<file path="config.mk">
export PLATFORM = sky130hd
export DESIGN_NAME = pipe_stall_ctrl
export DESIGN_NICKNAME = d
export VERILOG_FILES = /design/src/rtl/pipe_stall_ctrl_pkg.sv /design/src/rtl/pipe_stall_ctrl_sat_counter.sv /design/src/rtl/pipe_stall_ctrl.sv
export SDC_FILE = /design/constraint.sdc
export NUM_CORES = 1
export LEC_CHECK = 0
export ABC_AREA = 1
export BUFFER_PORTS_ARGS = -buffer_cell sky130_fd_sc_hd__buf_2
export CORE_ASPECT_RATIO = 0.6
export CORE_MARGIN = 10
export CORE_UTILIZATION = 55
export DETAILED_ROUTE_END_ITERATION = 16
export PLACE_DENSITY = 0.82
export SYNTH_ARGS = -nofsm -noshare
export SYNTH_HDL_FRONTEND = slang
export SYNTH_SLANG_ARGS = --single-unit
</file>
<file path="constraint.sdc">
create_clock -name clk -period 2.45 [get_ports clk]
set_clock_uncertainty 0.1 [all_clocks]
set_input_delay 0.49 -clock clk [delete_from_list [all_inputs] [get_ports clk]]
set_output_delay 0.49 -clock clk [all_outputs]
set_load 0.02 [all_outputs]
</file>
<file path="src/rtl/pipe_stall_ctrl_pkg.sv">
// Shared types for the pipeline stall/flush sequencer: FSM state encodings
// (also consumed by debug/trace), per-cycle control pattern and decoded control word.
package pipe_stall_ctrl_pkg;

    typedef enum logic [1:0] {
        RUN      = 2'd0,
        LD_STALL = 2'd1,
        MDU_WAIT = 2'd2,
        MEM_WAIT = 2'd3
    } stallState_t;

    typedef enum logic [2:0] {
        PAT_NORMAL = 3'd0,
        PAT_MEMFRZ = 3'd1,
        PAT_MDUFRZ = 3'd2,
        PAT_LDSTL  = 3'd3,
        PAT_FLUSH  = 3'd4
    } stallPat_t;

    typedef struct packed {
        logic pcWr;
        logic ifidWr;
        logic ifidFlush;
        logic idexWr;
        logic idexBubble;
        logic exmemWr;
        logic exmemBubble;
        logic memwbBubble;
    } pipeCtrl_t;

    function automatic pipeCtrl_t patToCtrl(input stallPat_t pat);
        pipeCtrl_t c;
        c.pcWr        = 1'b1;
        c.ifidWr      = 1'b1;
        c.ifidFlush   = 1'b0;
        c.idexWr      = 1'b1;
        c.idexBubble  = 1'b0;
        c.exmemWr     = 1'b1;
        c.exmemBubble = 1'b0;
        c.memwbBubble = 1'b0;
        case (pat)
            PAT_MEMFRZ: begin
                c.pcWr        = 1'b0;
                c.ifidWr      = 1'b0;
                c.idexWr      = 1'b0;
                c.exmemWr     = 1'b0;
                c.memwbBubble = 1'b1;
            end
            PAT_MDUFRZ: begin
                c.pcWr        = 1'b0;
                c.ifidWr      = 1'b0;
                c.idexWr      = 1'b0;
                c.exmemBubble = 1'b1;
            end
            PAT_LDSTL: begin
                c.pcWr       = 1'b0;
                c.ifidWr     = 1'b0;
                c.idexBubble = 1'b1;
            end
            PAT_FLUSH: begin
                c.ifidFlush  = 1'b1;
                c.idexBubble = 1'b1;
            end
            default: ;
        endcase
        return c;
    endfunction

endpackage

</file>
<file path="src/rtl/pipe_stall_ctrl_sat_counter.sv">
// Saturating up-counter with synchronous reset; holds at all-ones instead of wrapping.
// Latency: q reflects inc one clock later. Backpressure: none, inc is sampled every cycle.
// Reset has priority over inc.
module sat_counter #(
    parameter int W = 8
) (
    input  logic         clk,
    input  logic         rst,
    input  logic         inc,
    output logic [W-1:0] q
);

    always_ff @(posedge clk) begin
        if (rst) begin
            q <= '0;
        end else if (inc && (q != '1)) begin
            q <= q + W'(1);
        end
    end

endmodule

</file>
<file path="src/rtl/pipe_stall_ctrl.sv">
// Central stall/flush sequencer merging load-use, branch redirect, MDU busy and memory wait.
// Latency: pipeline controls are combinational (same-cycle stall); stall_cnt/timeout_err registered.
// Backpressure: a memory wait freezes every stage and wins over all other stall sources.
module pipe_stall_ctrl
    import pipe_stall_ctrl_pkg::*;
#(
    parameter int LOAD_LAT    = 1,
    parameter int MEM_TIMEOUT = 255,
    parameter int TO_W        = 8,
    parameter int CNT_W       = 32
) (
    input  logic             clk,
    input  logic             rst,
    input  logic             id_load_use,
    input  logic             ex_branch_tkn,
    input  logic             ex_mdu_start,
    input  logic             mdu_done,
    input  logic             mem_req,
    input  logic             mem_ready,
    output logic             pc_wr,
    output logic             ifid_wr,
    output logic             ifid_flush,
    output logic             idex_wr,
    output logic             idex_bubble,
    output logic             exmem_wr,
    output logic             exmem_bubble,
    output logic             memwb_bubble,
    output logic [CNT_W-1:0] stall_cnt,
    output logic             timeout_err
);

    localparam int LD_W = (LOAD_LAT > 2) ? $clog2(LOAD_LAT) : 1;

    stallState_t state, nextState;
    stallPat_t   pattern;
    pipeCtrl_t   ctrl;
    logic [LD_W-1:0] ldCnt, ldCntNext;
    logic [TO_W-1:0] toCnt;
    logic memStall;
    logic mduBusy;

    assign memStall = mem_req & ~mem_ready;
    assign mduBusy  = ex_mdu_start & ~mdu_done;

    always_ff @(posedge clk) begin
        if (rst) begin
            state <= RUN;
            ldCnt <= '0;
        end else begin
            state <= nextState;
            ldCnt <= ldCntNext;
        end
    end

    // In MDU_WAIT the RUN decode is only reached with mdu_done=1, where mduBusy
    // is already 0, so the shared decode naturally drops the MDU term.
    always_comb begin
        nextState = state;
        ldCntNext = ldCnt;
        pattern   = PAT_NORMAL;
        if (memStall) begin
            pattern = PAT_MEMFRZ;
            if (state == RUN) begin
                nextState = MEM_WAIT;
            end
        end else if (state == MDU_WAIT && !mdu_done) begin
            pattern = PAT_MDUFRZ;
        end else if (state == LD_STALL) begin
            pattern   = PAT_LDSTL;
            ldCntNext = ldCnt - LD_W'(1);
            if (ldCnt == LD_W'(1)) begin
                nextState = RUN;
            end
        end else begin
            nextState = RUN;
            if (mduBusy) begin
                pattern   = PAT_MDUFRZ;
                nextState = MDU_WAIT;
            end else if (ex_branch_tkn) begin
                pattern = PAT_FLUSH;
            end else if (id_load_use) begin
                pattern = PAT_LDSTL;
                if (LOAD_LAT > 1) begin
                    nextState = LD_STALL;
                    ldCntNext = LD_W'(LOAD_LAT - 1);
                end
            end
        end
    end

    always_comb begin
        ctrl = rst ? '0 : patToCtrl(pattern);
    end

    assign pc_wr        = ctrl.pcWr;
    assign ifid_wr      = ctrl.ifidWr;
    assign ifid_flush   = ctrl.ifidFlush;
    assign idex_wr      = ctrl.idexWr;
    assign idex_bubble  = ctrl.idexBubble;
    assign exmem_wr     = ctrl.exmemWr;
    assign exmem_bubble = ctrl.exmemBubble;
    assign memwb_bubble = ctrl.memwbBubble;

    // Timeout only flags the condition; the freeze itself is left untouched.
    always_ff @(posedge clk) begin
        if (rst) begin
            toCnt       <= '0;
            timeout_err <= 1'b0;
        end else if (pattern == PAT_MEMFRZ) begin
            if (toCnt != '1) begin
                toCnt <= toCnt + TO_W'(1);
            end
            if (toCnt == TO_W'(MEM_TIMEOUT - 1)) begin
                timeout_err <= 1'b1;
            end
        end else begin
            toCnt <= '0;
        end
    end

    sat_counter #(
        .W(CNT_W)
    ) uStallCnt (
        .clk(clk),
        .rst(rst),
        .inc(~ctrl.pcWr),
        .q  (stall_cnt)
    );

endmodule

</file>
After elaboration in Yosys (flattened, before gate mapping)
Cells that the tools add are included.
{"block": "word_totals", "reg_bits": 44, "in_bits": 8, "output_inout_bits": 41, "elab_cells": 59}
{"block": "op_classes", "addsub": 3, "eq_ne": 12, "mux": 20, "bitwise": 8, "n_reduce_logical": 11}
{"op": "$add A32 B1 Y32 const B", "n": 1}
{"op": "$ne A32 B32 Y1 const B", "n": 1}
{"op": "$mux W2", "n": 8}
{"op": "$mux W3", "n": 5}
{"op": "$add A8 B1 Y8 const B", "n": 1}
{"op": "$eq A8 B8 Y1 const B", "n": 1}
{"op": "$mux W8", "n": 1}
{"op": "$ne A8 B8 Y1 const B", "n": 1}
{"op": "$eq A3 B2 Y1 const B", "n": 2}
{"op": "$mux W1", "n": 6}
{"op": "$not A1 Y1", "n": 6}
{"op": "$reduce_and A3 Y1", "n": 2}
{"op": "$reduce_or A2 Y1", "n": 3}
{"op": "$eq A3 B1 Y1 const B", "n": 1}
{"op": "$eq A3 B3 Y1 const B", "n": 1}
{"op": "$ne A3 B3 Y1 const B", "n": 1}
{"op": "$reduce_or A3 Y1", "n": 1}
{"op": "$and A1 B1 Y1", "n": 2}
{"op": "$eq A2 B1 Y1 const B", "n": 1}
{"op": "$eq A2 B2 Y1 const B", "n": 1}
{"op": "$logic_and A1 B1 Y1", "n": 2}
{"op": "$logic_not A2 Y1", "n": 1}
{"op": "$ne A2 B1 Y1 const B", "n": 1}
{"op": "$ne A2 B2 Y1 const B", "n": 1}
{"op": "3 further kinds", "n": 3}

Longest topological paths before layout
Gate-level depths: netlist of run 1.
{"block": "depth", "depth_word": 12, "depth_mapped": 11, "mapped_depth_nobuf": 10}

Hierarchy
A second synthesis of run 1 with hierarchy kept.
{"block": "unflattened", "cells_unflattened": 439, "hier_area_um2": 2807.7}
{"module": "sat_counter", "instances": 1, "cells_per_inst": 324, "area_per_inst_um2": 2062.0, "seq_area_each_um2": 640.6}
{"module": "pipe_stall_ctrl", "instances": 1, "cells_per_inst": 115, "area_per_inst_um2": 745.7, "seq_area_each_um2": 240.2}

Worst setup path after synthesis of run 1
OpenSTA, ideal clock, no wires.
{"block": "synth_timing", "kind": "flip-flop to flip-flop", "startpoint": "reg uStallCnt.q[0]", "endpoint": "reg uStallCnt.q[12]", "setup_time_ns": 0.136, "t_arrival_ns": 1.704, "required_ns": 2.214, "setup_slack_ns": 0.510, "path_stages_with_launch": 12, "path_buffers": 1, "synth_period_minus_slack_ns": 1.940, "cell_sequence": "dfxtp_1 ha_1 nand2_2 nor2_4 nand2_4 nor2_4 nand2_2 nand2_4 inv_2 buf_6 nand2_1 a21oi_2"}
{"block": "synth_between", "elab_chain_cells": 2, "word_cells_on_any_way": 3, "cone_classes": "add/sub: 1; eq/ne: 1; reduce/logical: 1"}
{"element": "start: declaration", "line_no": "pipe_stall_ctrl_sat_counter.sv:10", "text": "output logic [W-1:0] q"}
{"element": "start signal: assignment", "line_no": "pipe_stall_ctrl_sat_counter.sv:17", "text": "q <= q + W'(1);"}
{"element": "branches (longest 2 deep; another with $add A32 B1 Y32)"}
Parallel ways; which one is timed is not known.
A chain may end at the register's enable or synchronous reset.

Final worst setup path of run 1
{"block": "layout_timing", "startpoint": "reg state[1]", "endpoint": "out idex_wr"}
{"block": "layout_between", "elab_chain_cells": 8, "word_cells_on_any_way": 11, "cone_classes": "eq/ne: 4; mux: 5; reduce/logical: 2"}
{"element": "start: declaration", "line_no": "pipe_stall_ctrl.sv:34", "text": "stallState_t state, nextState;"}
{"element": "start signal: assignment", "line_no": "pipe_stall_ctrl.sv:50", "text": "state <= nextState;"}
{"element": "$eq A2 B1 Y1 or $eq A2 B2 Y1 (tied branches)", "line_no": "pipe_stall_ctrl.sv:68, pipe_stall_ctrl.sv:66"}
{"element": "$mux W3 or $logic_and A1 B1 Y1 (tied branches)", "line_no": "pipe_stall_ctrl.sv:68, pipe_stall_ctrl.sv:66"}
{"element": "$mux W3 *", "line_no": "pipe_stall_ctrl.sv:66", "text": "end else if (state == MDU_WAIT && !mdu_done) begin"}
{"element": "$mux W3 *", "line_no": "pipe_stall_ctrl.sv:61", "text": "if (memStall) begin"}
{"element": "$eq A3 B1 Y1 or $eq A3 B2 Y1 (tied branches)", "line_no": "pipe_stall_ctrl_pkg.sv:41", "text": "case (pat)"}
{"element": "$reduce_or A2 Y1 (no line) *"}
{"element": "$mux W1 *", "line_no": "pipe_stall_ctrl_pkg.sv:41"}
{"element": "$mux W8 *", "line_no": "pipe_stall_ctrl.sv:92", "text": "ctrl = rst ? '0 : patToCtrl(pattern);"}
{"element": "end: declaration", "line_no": "pipe_stall_ctrl.sv:23", "text": "output logic idex_wr,"}
Every way passes the cells marked *; elsewhere a longest branch is shown, timed or not.

==> results.md, run 1 <==
- Sequential area share after synthesis: 31.3%
- Clock slew at reported path FFs: 0.09 ns
- Ys async rst share: 0%
- Total CTS buffers: 5
- P_leak: 1.32 nW
- Detailed Route WL: 8170 µm
- Number of synthesized flops with an enable pin: 0
- Count of cell types in the netlist: 26
- Buffers on Ports: 48
- Top cells by count, synth: nand2_1, nor2_1, dfxtp_1, inv_1
- Mapped Nets: 469
- Vias per Instance: 5.22
- Die height: 75.4 µm
- Setup ws final: 0.245 ns
- Crit end category: output port
- Post-Synthesis Cells: 458
- Synth top area cells: dfxtp_1, nand2_1, nor2_1
- Slew Limit Fails: 0
- Via count: 3002
- 1st-iter DRT viols: 225
- Pwr Density: 463 nW/µm²
- FMAX: 0.454 GHz
- Synth Warn #: 0
- Tmin final: 2.20 ns
- CTS Buffer Depth: 2
- Outcome: finished clean
- Final #Nets: 519
- Pre-Repair DR Iteration Count: 5
- Ys flop type: dfxtp_1
- Mapped cell area: 2820 µm²
- Crit path launch type: flip-flop
- Final Hold Viols: 0
- Hold Path Class: reg2reg
- Post-place setup slack: 0.321 ns
- Remaining DRCs: 0
- CTS tree: done
- Core area: 5000 µm²
- Number of global-route vias before repair: 2729
- Post-DP HPWL: 6390 µm
- Top cell type's share of synthesized area: 31.3%
- Clk Latency, worst-skew pair: 0.30 ns
- RD Place Congestion: 0.983
- Starting Density: 56.3%
- Most frequent cell after synthesis: nand2_1
- Clock Tree Root: clkbuf_8
- VDD IR-drop max: 0.000246 V
- Largest net degree at the start of global routing: 32
- Slew @ Worst Pin: 0.548 ns
- Crit path kind: reg2out
- Final Power: 1.49 mW
- Share of layout cells above drive strength 1: 17.3%
- Die Footprint: 8480 µm²
- Postcts setup bufs: 0
- Post-CTS Resized: 0
- CP Max Fanout: 4
- Final setup TNS: 0 ns
- Total Routing Usage GR: 19.2%
- Tcrit/Tclk final: 90.0%
- Post-synth top area cell: dfxtp_1
- CP arrival: 1.61 ns
- First-pass GRT wire length: 13400 µm
- Hold-fix buffers, CTS: 0
- Initial antenna violation count: 0
- Layout Utilization: 64.1%
- Critical Path RT: 1.86 ns
- Setup violations, final: 0
- # IOs: 49
- Slew Limit Headroom: 63.4%
- CTS H-tree depth: 2
- Die width: 112 µm
- Antenna Cells: 0
- Area delta synth->final: 13.9%
- Synthesized area per cell: 6.15 µm²
- WL per Instance: 14.2 µm
- # clock sinks: 44
- Overflow after GRT: 0
- Flops & latches, synth: 44
- RSZ-0062 raised after global routing: false
- Remaining antenna violation count after routing: 0
- Max-Cap Viols: 0
- Rows: 20
==> sequential cells by signal (all words and copies together) (netlist names) <==
name / count
state: 2
uStallCnt.q: 32
timeout_err: 1
toCnt: 8
ldCnt: 1
==> layout make-up <==
| class | instances | area [µm²] |
|---|---|---|
| Clock buffer | 5 | 68.8 |
| Clock inverter | 3 | 46.3 |
| Fill cell | 494 | 1800 |
| Inverter | 45 | 169 |
| Multi-Input combinational cell | 358 | 1680 |
| Sequential cell | 44 | 881 |
| Tap cell | 66 | 82.6 |
| Timing Repair Buffer | 54 | 285 |
==> routing by layer <==
layer	GRT usage, %	vias up	wire length, µm
met1	26.9	1339	3910
li1	-	1518	-
met2	28.9	137	3340
met5	0	-	0
met4	2.94	0	44
met3	5.82	8	880
==> stage by stage <==
step / instances / cell area, µm² / hold WS, ns
2_1_floorplan: 458 / 2820 / 0.355
3_3_place_gp: 567 / 3090 / 0.334
3_5_place_dp: 567 / 3090 / 0.345
4_1_cts: 575 / 3210 / 0.360
5_1_grt: 575 / 3210 / 0.402
6_report: 575 / 3210 / 0.357
==> logic make-up (layout without fill, tap and decap cells) <==
logic type / after synthesis / after routing / share of synthesized area (%)
buffers and inverters: 56 / 107 / 9.20
and+or+nand+nor: 291 / 291 / 42.5
adders and majority gates: 3 / 3 / 1.33
DFF: 44 / 44 / 31.3
xor gates and xnor gates: 18 / 18 / 5.60
AOI/OAI and AO/OA: 46 / 46 / 10.1
==> worst paths after layout <==
path	startpoint	endpoint	slack, ns	cells after the start
setup / recovery	state[1]$_SDFFE_PP0P_	idex_wr	0.25	9
hold / removal	timeout_err$_SDFFE_PP0P_	timeout_err$_SDFFE_PP0P_	0.36	2
setup reg to reg	uStallCnt.q[0]$_SDFFE_PP0P_	uStallCnt.q[30]$_SDFFE_PP0P_	0.28	10
hold reg to reg	timeout_err$_SDFFE_PP0P_	timeout_err$_SDFFE_PP0P_	0.36	2
==> critical path, cell delays in order, from the launching register on <==
cell and delay (ns):
dfxtp_1 0.34, inv_1 0.07, nand2_1 0.12, nand2_1 0.08, nor2_1 0.21, a21oi_1 0.11, nand2_1 0.09, nand2_1 0.05
nor2_1 0.07, buf_2 0.16
==> power by group <==
| group | internal [mW] | switching (mW) |
|---|---|---|
| Combinational | 0.0462 | 0.116 |
| Clock | 0.307 | 0.276 |
| Sequential | 0.726 | 0.0139 |
| Total | 1.08 | 0.406 |
==> placed cells by master, fill, tap and decap left out, types with 3 or more instances in the layout <==
cell type and n:
clkbuf_8 5, dfxtp_1 44, inv_1 44, buf_4 6
xnor2_1 4, nor2_4 3, buf_2 48, o21ai_0 6
a21oi_2 14, nor3_1 3, ha_1 3, xor2_1 14
nand3_1 24, nor2_1 69, a21oi_1 24, nand2_1 180
No activity file was read; power rests on OpenSTA's default activity.
==> run 2, diff against run 1 <==
Settings changed: ABC_AREA 1 to unset, PLACE_DENSITY 0.82 to 0.83.
==> results.md, run 2 <==
- Outcome: finished clean (unchanged)
- 1st-iter DRT viols: 209 (was 225)
- CTS tree: done (unchanged)
- Most frequent cells in the layout: buf_2, dfxtp_1, a21oi_1 (was nand2_1, nor2_1, buf_2)
- Flops & latches, synth: 44 (unchanged)
- Core area: 4170 µm² (was 5000 µm²)
- Slowest stage delay, CP: 0.40 ns (was 0.34 ns)
- Tcrit/Tclk final: 98.1% (was 90.0%)
- Rows: 18 (was 20)
- # clock sinks: 44 (unchanged)
- Final setup TNS: 0 ns (unchanged)
- First-pass GRT wire length: 10400 µm (was 13400 µm)
- Critical path cell sequence: or3b_4 > and3_1 > a222oi_1 > nor3_1 > buf_2 (was inv_1 > nand2_1 > nand2_1 > nor2_1 > a21oi_1 > nand2_1 > nand2_1 > nor2_1 > buf_2)
- Slowest cell on crit path: or3b_4 (was dfxtp_1)
- Layout Cells excl Fill: 405 (was 575)
- CTS H-tree depth: 2 (unchanged)
- Post-place setup slack: 0.0621 ns (was 0.321 ns)
- Synth top area cells: dfxtp_1, a21oi_1, or4_1 (was dfxtp_1, nand2_1, nor2_1)
- Initial antenna violation count: 0 (unchanged)
- Worst path top cell family by delay: simple AND/OR/NAND/NOR gates (unchanged)
- Post-Synthesis Cells: 290 (was 458)
- Synthesized area per cell: 8.27 µm² (was 6.15 µm²)
- Final Hold Viols: 0 (unchanged)
- Mapped cell area: 2400 µm² (was 2820 µm²)
- Crit path launch type: flip-flop (unchanged)
- Antenna Cells: 0 (unchanged)
- Crit end category: output port (unchanged)
- Leading cell type in the layout, fill and taps excluded: buf_2 (was nand2_1)
- RSZ-0062 raised after global routing: false (unchanged)
- Share of layout cells above drive strength 1: 24.6% (was 17.3%)
- Final #Nets: 355 (was 519)
- Max-Cap Viols: 0 (unchanged)
- Top cells by count, synth: dfxtp_1, a21oi_1, nor2_1 (was nand2_1, nor2_1, dfxtp_1, inv_1)
- CTS Buffer Depth: 2 (unchanged)
- Number of global-route vias before repair: 2146 (was 2729)
- Largest reg by FF count: uStallCnt.q (unchanged)
- Sequential area share after synthesis: 36.7% (was 31.3%)
- Ys flop type: dfxtp_1 (unchanged)
- FMAX: 0.416 GHz (was 0.454 GHz)
- Hold Path Class: reg2reg (unchanged)
- WL per Instance: 15.4 µm (was 14.2 µm)
- Hold_ws: 0.369 ns (was 0.357 ns)
- Total Routing Usage GR: 16.1% (was 19.2%)
- Synth Warn #: 0 (unchanged)
- CP Max Fanout: 6 (was 4)
- Via count: 2436 (was 3002)
- Top cell type's share of synthesized area: 36.7% (was 31.3%)
- Crit path kind: reg2out (unchanged)
- Post-DP HPWL: 4580 µm (was 6390 µm)
- Post-synth top area cell: dfxtp_1 (unchanged)
- Count of cell types in the netlist: 53 (was 26)
- Clock Tree Root: clkbuf_8 (unchanged)
- Remaining DRCs: 0 (unchanged)
- Vias per Instance: 6.01 (was 5.22)
- Slew @ Worst Pin: 0.536 ns (was 0.548 ns)
- Clk Latency, worst-skew pair: 0.29 ns (was 0.30 ns)
- Buffers on Ports: 48 (unchanged)
- Setup violations, final: 0 (unchanged)
- Detailed Route WL: 6240 µm (was 8170 µm)
- RD Place Congestion: 0.912 (was 0.983)
- CP arrival: 1.81 ns (was 1.61 ns)
- Setup ws final: 0.0476 ns (was 0.245 ns)
- Die height: 71.1 µm (was 75.4 µm)
- Number of synthesized flops with an enable pin: 0 (unchanged)
- Remaining antenna violation count after routing: 0 (unchanged)
- Post-route cell area: 2870 µm² (was 3210 µm²)
- Hold-fix buffers, CTS: 0 (unchanged)
- Final Power: 1.43 mW (was 1.49 mW)
- Tmin final: 2.40 ns (was 2.20 ns)
- Max FFs per register: 32 (unchanged)
- Slew Limit Fails: 0 (unchanged)
- Most frequent cell after synthesis: dfxtp_1 (was nand2_1)
- Buffers and inverters on the worst path: 1 (was 2)
- Top flop regs: uStallCnt.q (32), toCnt (8), state (2) (unchanged)
- Total CTS buffers: 5 (unchanged)
- Mapped Nets: 301 (was 469)
- Die width: 105 µm (was 112 µm)
- Die Footprint: 7490 µm² (was 8480 µm²)
- Pre-Repair DR Iteration Count: 5 (unchanged)
- Slew Limit Headroom: 64.3% (was 63.4%)
- Ys async rst share: 0% (unchanged)
- Area delta synth->final: 19.9% (was 13.9%)
- P_leak: 1.11 nW (was 1.32 nW)
- Fillers: 342 (was 494)
- Starting Density: 57.5% (was 56.3%)
- Layout Utilization: 69.0% (was 64.1%)
- Largest net degree at the start of global routing: 44 (was 32)
- Critical Path RT: 1.86 ns (about the same)
- Pwr Density: 496 nW/µm² (was 463 nW/µm²)
- Clock slew at reported path FFs: 0.09 ns (about the same)
- Overflow after GRT: 0 (unchanged)
- Placed cells: 396 (was 567)
- # IOs: 49 (unchanged)
- VDD IR-drop max: 0.000325 V (was 0.000246 V)
- Cell Area, Placed: 2730 µm² (was 3090 µm²)
-- run 2: cell families (layout without fill, tap and decap cells) --
logic type               after synthesis  in the layout  synth area share, %
flip-flops                            44             44                 36.7
buffers and inverters                 25             80                 5.06
multiplexers                           7              7                 3.24
AND/OR/NAND/NOR                      130            130                 31.7
adder cells (fa/ha/maj)                3              3                 1.57
XOR/XNOR                               3              3                 1.10
AO/OA/AOI/OAI                         78             78                 20.6
-- run 2: where the power goes --
group	switching, mW	internal, mW
Clock	0.250	0.302
Sequential	0.0154	0.724
Combinational	0.0862	0.0492
Total	0.351	1.08
-- run 2: repair_timing --
action	CTS	global route
resized for setup	3	5
buffers inserted	0	1
endpoints found under the hold margin	0	0
setup endpoints to repair	3	4
pin swaps	0	1
-- run 2: layout make-up --
| cell class | instances | area (µm²) | area share (%) |
|---|---|---|---|
| sequential | 44 | 886 | 30.8 |
| timing repair buffer | 63 | 353 | 12.3 |
| tap | 60 | 75.1 | 2.61 |
| clock inverter | 3 | 42.5 | 1.48 |
| multi-input combinational | 221 | 1420 | 49.2 |
| clock buffer | 5 | 68.8 | 2.39 |
| inverter | 9 | 33.8 | 1.18 |
-- run 2: path summary, 6_finish.rpt --
check,slack (ns),to,from,depth (start not counted)
setup / recovery,0.05,idex_bubble,state[0]$_SDFFE_PP0P_,5
hold / removal,0.37,toCnt[4]$_SDFFE_PN0P_,toCnt[4]$_SDFFE_PN0P_,1
setup reg to reg,0.22,uStallCnt.q[27]$_SDFFE_PP0P_,uStallCnt.q[7]$_SDFFE_PP0P_,6
hold reg to reg,0.37,toCnt[4]$_SDFFE_PN0P_,toCnt[4]$_SDFFE_PN0P_,1
-- run 2: worst reg2reg max path, stage by stage, from the launching register on --
cell and delay [ns]:
dfxtp_1 0.43, nand4_2 0.19, nor4_4 0.44, buf_4 0.20
nand2_2 0.10, nor4_1 0.30, mux2_1 0.36
-- run 2: per-layer routing --
metal,wire length [µm],track usage [%]
met3,496,4.88
met1,3230,23.9
met4,43,3.79
met2,2470,21.6
met5,0,0
